[src/rtl/db_event_arbiter.sv]
// db_event_arbiter: debounces N raw push buttons and serialises their rising
// edges onto one valid/ready event port with round-robin arbitration.
//
// Ports:
//   clk       system clock
//   reset     synchronous, active-high reset
//   btn       raw asynchronous button inputs (N)
//   ev_ready  consumer accepts the presented event
//   db_level  debounced button levels (N), registered
//   pend      pending-event flags (N), registered
//   ev_valid  event available, registered
//   ev_id     index of the button whose event is presented (IDW), registered
//   overflow  sticky: an event arrived while its button was still pending
module db_event_arbiter #(
  parameter int unsigned N      = 4,
  parameter int unsigned IDW    = 2,
  parameter int unsigned TICK_N = 19,
  parameter int unsigned STABLE = 3
) (
  input  logic           clk,
  input  logic           reset,
  input  logic [N-1:0]   btn,
  input  logic           ev_ready,
  output logic [N-1:0]   db_level,
  output logic [N-1:0]   pend,
  output logic           ev_valid,
  output logic [IDW-1:0] ev_id,
  output logic           overflow
);

  localparam int unsigned CW = 3;

  typedef enum logic {IDLE, GRANT} state_t;

  logic [N-1:0]      sync1;
  logic [N-1:0]      sync2;
  logic [TICK_N-1:0] tcnt;
  logic              tick;
  logic [CW-1:0]     cnt [N];
  logic [N-1:0]      db_level_d;
  logic [N-1:0]      rise;
  logic [N-1:0]      clr;
  logic [N-1:0]      pend_nxt;
  logic              ovf_hit;
  logic              found;
  logic [IDW-1:0]    sel;
  logic [IDW-1:0]    ptr;
  state_t            state;

  // Two-flop synchroniser on the raw pins.
  always_ff @(posedge clk) begin
    if (reset) begin
      sync1 <= '0;
      sync2 <= '0;
    end else begin
      sync1 <= btn;
      sync2 <= sync1;
    end
  end

  // Shared sample timer; tick fires once per wrap.
  always_ff @(posedge clk) begin
    if (reset) tcnt <= '0;
    else       tcnt <= tcnt + TICK_N'(1);
  end

  assign tick = &tcnt;

  // Per-button stability counter: the level flips only after STABLE
  // consecutive ticks that disagree with it; any agreeing tick restarts.
  always_ff @(posedge clk) begin
    if (reset) begin
      for (int i = 0; i < N; i++) cnt[i] <= '0;
      db_level <= '0;
    end else if (tick) begin
      for (int i = 0; i < N; i++) begin
        if (sync2[i] != db_level[i]) begin
          if (CW'(cnt[i] + CW'(1)) == CW'(STABLE)) begin
            db_level[i] <= ~db_level[i];
            cnt[i]      <= '0;
          end else begin
            cnt[i] <= cnt[i] + CW'(1);
          end
        end else begin
          cnt[i] <= '0;
        end
      end
    end
  end

  assign rise = db_level & ~db_level_d;

  // A handshake frees the granted slot in the same edge a new rise may
  // refill it, so a rise coinciding with its own clear is not an overflow.
  always_comb begin
    clr = '0;
    if (state == GRANT && ev_ready) clr = N'(1) << ev_id;
    pend_nxt = (pend & ~clr) | rise;
    ovf_hit  = |(rise & pend & ~clr);
  end

  // Round-robin pick: first pending index at or above ptr, wrapping.
  always_comb begin
    found = 1'b0;
    sel   = '0;
    for (int k = 0; k < N; k++) begin
      if (!found && pend[IDW'((32'(ptr) + 32'(k)) % N)]) begin
        found = 1'b1;
        sel   = IDW'((32'(ptr) + 32'(k)) % N);
      end
    end
  end

  // Pending flags, sticky overflow and the IDLE/GRANT arbiter.
  always_ff @(posedge clk) begin
    if (reset) begin
      db_level_d <= '0;
      pend       <= '0;
      overflow   <= 1'b0;
      ev_valid   <= 1'b0;
      ev_id      <= '0;
      ptr        <= '0;
      state      <= IDLE;
    end else begin
      db_level_d <= db_level;
      pend       <= pend_nxt;
      overflow   <= overflow | ovf_hit;
      case (state)
        IDLE: begin
          if (found) begin
            ev_id    <= sel;
            ev_valid <= 1'b1;
            state    <= GRANT;
          end
        end
        GRANT: begin
          if (ev_ready) begin
            ev_valid <= 1'b0;
            ptr      <= ev_id + IDW'(1);
            state    <= IDLE;
          end
        end
        default: state <= IDLE;
      endcase
    end
  end

endmodule

[config.mk]
export PLATFORM = sky130hd
export DESIGN_NAME = db_event_arbiter
export DESIGN_NICKNAME = d
export VERILOG_FILES = /design/src/rtl/db_event_arbiter.sv
export SDC_FILE = /design/constraint.sdc
export NUM_CORES = 1
export LEC_CHECK = 0
export CAP_MARGIN = 5
export CORE_ASPECT_RATIO = 1.2
export CORE_MARGIN = 1
export CORE_UTILIZATION = 65
export CTS_BUF_LIST = sky130_fd_sc_hd__clkbuf_4 sky130_fd_sc_hd__clkbuf_8
export CTS_CLUSTER_DIAMETER = 60
export DETAILED_ROUTE_END_ITERATION = 6
export MAX_ROUTING_LAYER = met4
export PLACE_DENSITY = 0.95
export SYNTH_ARGS = -nofsm -noshare
export SYNTH_HDL_FRONTEND = slang
export SYNTH_SLANG_ARGS = --single-unit
[constraint.sdc]
create_clock -name clk -period 6.28 [get_ports clk]
set_input_delay 0.628 -clock clk [delete_from_list [all_inputs] [get_ports clk]]
set_output_delay 0.628 -clock clk [all_outputs]
set_load 0.02 [all_outputs]
==> results by group <==
Die
  – Initial Util: 0.695
  – Die W: ~60 um
  – Die area: ~4200 um2
  – Core outline area: 3720 um2
  – Row count: 24
  – I/O Pins: 19
  – Height of the die: 71.1 um

Logic synthesis
  – Top-count cell post-synth: dfxtp_1
  – Ys Warns: 0
  – Post-synthesis register bit count: 58
  – Post-synth top flop: dfxtp_1
  – Post-synth top area cell: dfxtp_1
  – Post-synth cell types: 42
  – Post-synthesis sequential area ratio: 0.495
  – Ranking of synthesized cells by area: dfxtp_1 36%, edfxtp_1 14%, ha_1 6.3%
  – Synth Net Count: ~280
  – Post-Syn Area: approximately 2600 um2
  – Syn_area_per_cell: between 9 and 10 um2
  – Post-synth top area share: 0.356
  – Async SR Flop Fraction: 0
  – Post-synthesis cell count: roughly 260
  – Post-synth top cells: 46 x dfxtp_1, 22 x nor2_1, 17 x a21oi_1
  – Post-synth EDFFs: 12

Timing
  – Hold slack final: 0.452 ns
  – Setup_tns: 0 ns
  – Final setup vio count: 0
  – Setup Skew: 0.00534 ns
  – Slew margin rel.: 0.363
  – Crit share post-route: 0.387
  – Fmax: 0.412 GHz
  – Final hold vios: 0
  – Crit path time final: 2.43 ns
  – Least-Margin Pin Slew: around 0.95 ns
  – Max-slew violation count: 0
  – RSZ-0062 raised after global routing: false

Critical path
  – Cell Chain, Critical Path: ha_1 > nand4_1 > nor4_1 > a21o_1
  – Worst Setup Start Kind: register
  – Worst-path fanout max: 12
  – Crit path from: tcnt[0]
  – CP bufs+invs: 0
  – Reg2reg start: tcnt[0]
  – Critical path class: register to register
  – Critical-path top delay cell: nor4_1
  – Max stage delay on crit path: ~0.80 ns
  – Crit path DAT: 2.42 ns
  – Critical Path RT: 6.27 ns
  – Worst path top cell family by delay: simple AND/OR/NAND/NOR gates
  – Worst Setup End Kind: register

Drt
  – First-pass DRT Iterations: 4
  – DR vias: 2000
  – Residual DRC: 0
  – Post-route ant nets: 0
  – Final wirelength: 5260 um
  – Wire per inst: 15.4 um
  – Initial DRC Count: 117
  – Vias per cell: 5.87

Clocking
  – # hold bufs at CTS: 0
  – Latest clock arrival within the worst-skew pair: 0.34 ns
  – Total CTS buffers: 9
  – Post-CTS Setup Inserts: 0
  – Clk pin slew, worst setup/hold paths: 0.06 ns
  – Root Driver: clkbuf_8
  – Max Root-Sink Buffers: 2
  – H-tree lvl count: 3
  – CTS tree: yes
  – Post-cts resize count: 0
  – Clock sink count: 58

Pwr
  – Power, Total: between 700 and 800 uW
  – Power Density: ~260 nW/um2
  – Leakage: 1.03 nW
  – Max IR drop VDD: 0.000222 V

Global routing
  – Vias in the first global route: between 1.5k and 2k
  – Gr usage total: 0.286
  – First-pass GRT wire length: just under 9000 um
  – GR Overflow Total: 0
  – Most used routing layer: met2
  – Initial antenna violation count: 0
  – Met1 Use GR: 0.323
  – GR Util met3: 0.0841
  – Largest net degree at the start of global routing: 53
  – Grt met2 use: 0.453

Cells and area
  – Diode count: 0
  – Ratio of cells with drive above 1 in the final layout: 0.0761
  – Finished Layout Cells: 341
  – Core Util, Final: 0.810
  – Synth-to-layout area growth: 16.5%
  – Nets@finish: 304

Outcome
  – Status: complete, no violations

Placement
  – IO Port Bufs: 18
  – Gpl congestion: 0.823
  – HPWL after DPL: 3330 um
  – Placed Cells: about 330

Hold path
  – Hold_sp: sync1[2]
  – Min-Delay Path Class: register to register

Run
  – Max-Cap Viols: 0
## kinds of logic (layout without fill, tap and decap cells)
family | count (synthesis) | after routing | synth area share
buffers and inverters | 22 | 48 | 0.0353
muxes | 2 | 2 | 0.00774
and+or+nand+nor | 110 | 110 | 0.243
AOI/OAI and AO/OA | 39 | 39 | 0.0914
xor gates and xnor gates | 19 | 19 | 0.0643
adders and majority gates | 13 | 13 | 0.0629
DFF | 58 | 58 | 0.495
## where the power goes
group          total, mW  internal (mW)  switching [mW]
Combinational     0.0239         0.0105          0.0133
Clock              0.377          0.231           0.145
Sequential         0.392          0.387         0.00505
Total              0.792          0.628           0.164
## layout by cell type, fill, tap and decap left out, types with 12 or more instances in the layout
cell type,n
a21oi_1,17
clkdlybuf4s50_1,18
dfxtp_1,46
edfxtp_1,12
ha_1,13
inv_1,13
nand2_1,13
nand4_1,15
nor2_1,22
nor2b_1,15
## flip-flops by register name (all words and copies together), names as in the netlist
signal / count
ev_id: 2
pend: 4
ev_valid: 1
tcnt: 19
overflow: 1
sync2: 4
db_level: 4
db_level_d: 4
state: 1
ptr: 2
cnt: 12
sync1: 4
## layer usage
metal / part of all wire / wire, um / vias to the layer above
met5: 0 / 0 / -
met4: 0.014 / 74 / 0
met3: 0.035 / 185 / 13
met2: 0.51 / 2680 / 54
met1: 0.44 / 2320 / 952
li1: - / - / 981
## final timing paths
kind	end	slack (ns)	cells after the start
setup / recovery	cnt[1][1]	3.85	4
hold / removal	sync2[2]	0.45	1
setup reg to reg	cnt[1][1]	3.85	4
hold reg to reg	sync2[2]	0.45	1
## worst reg2reg max path, delay by kind of cell, from the launching register on
kind,cells,cell delay [ns]
flops,1,0.38
compound gates,1,0.51
fa+ha+maj,1,0.25
simple gates,2,0.94
## area by class of cell
| type | count | area, um2 |
|---|---|---|
| Clock inverter | 6 | 80.1 |
| Timing Repair Buffer | 19 | 188 |
| Clock buffer | 10 | 138 |
| Tap cell | 52 | 65.1 |
| Fill cell | 241 | 708 |
| Sequential cell | 58 | 1280 |
| Inverter | 13 | 48.8 |
| Multi-Input combinational cell | 183 | 1210 |
## through the flow
step / instance area [um2] / setup slack, ns
finish: 3020 / 3.85
global route: 3020 / 3.67
CTS: 3020 / 3.88
detailed placement: 2800 / 3.91
global placement: 2800 / 3.98
floorplan: 2590 / 4.23
No activity file was read; power rests on OpenSTA's default activity.
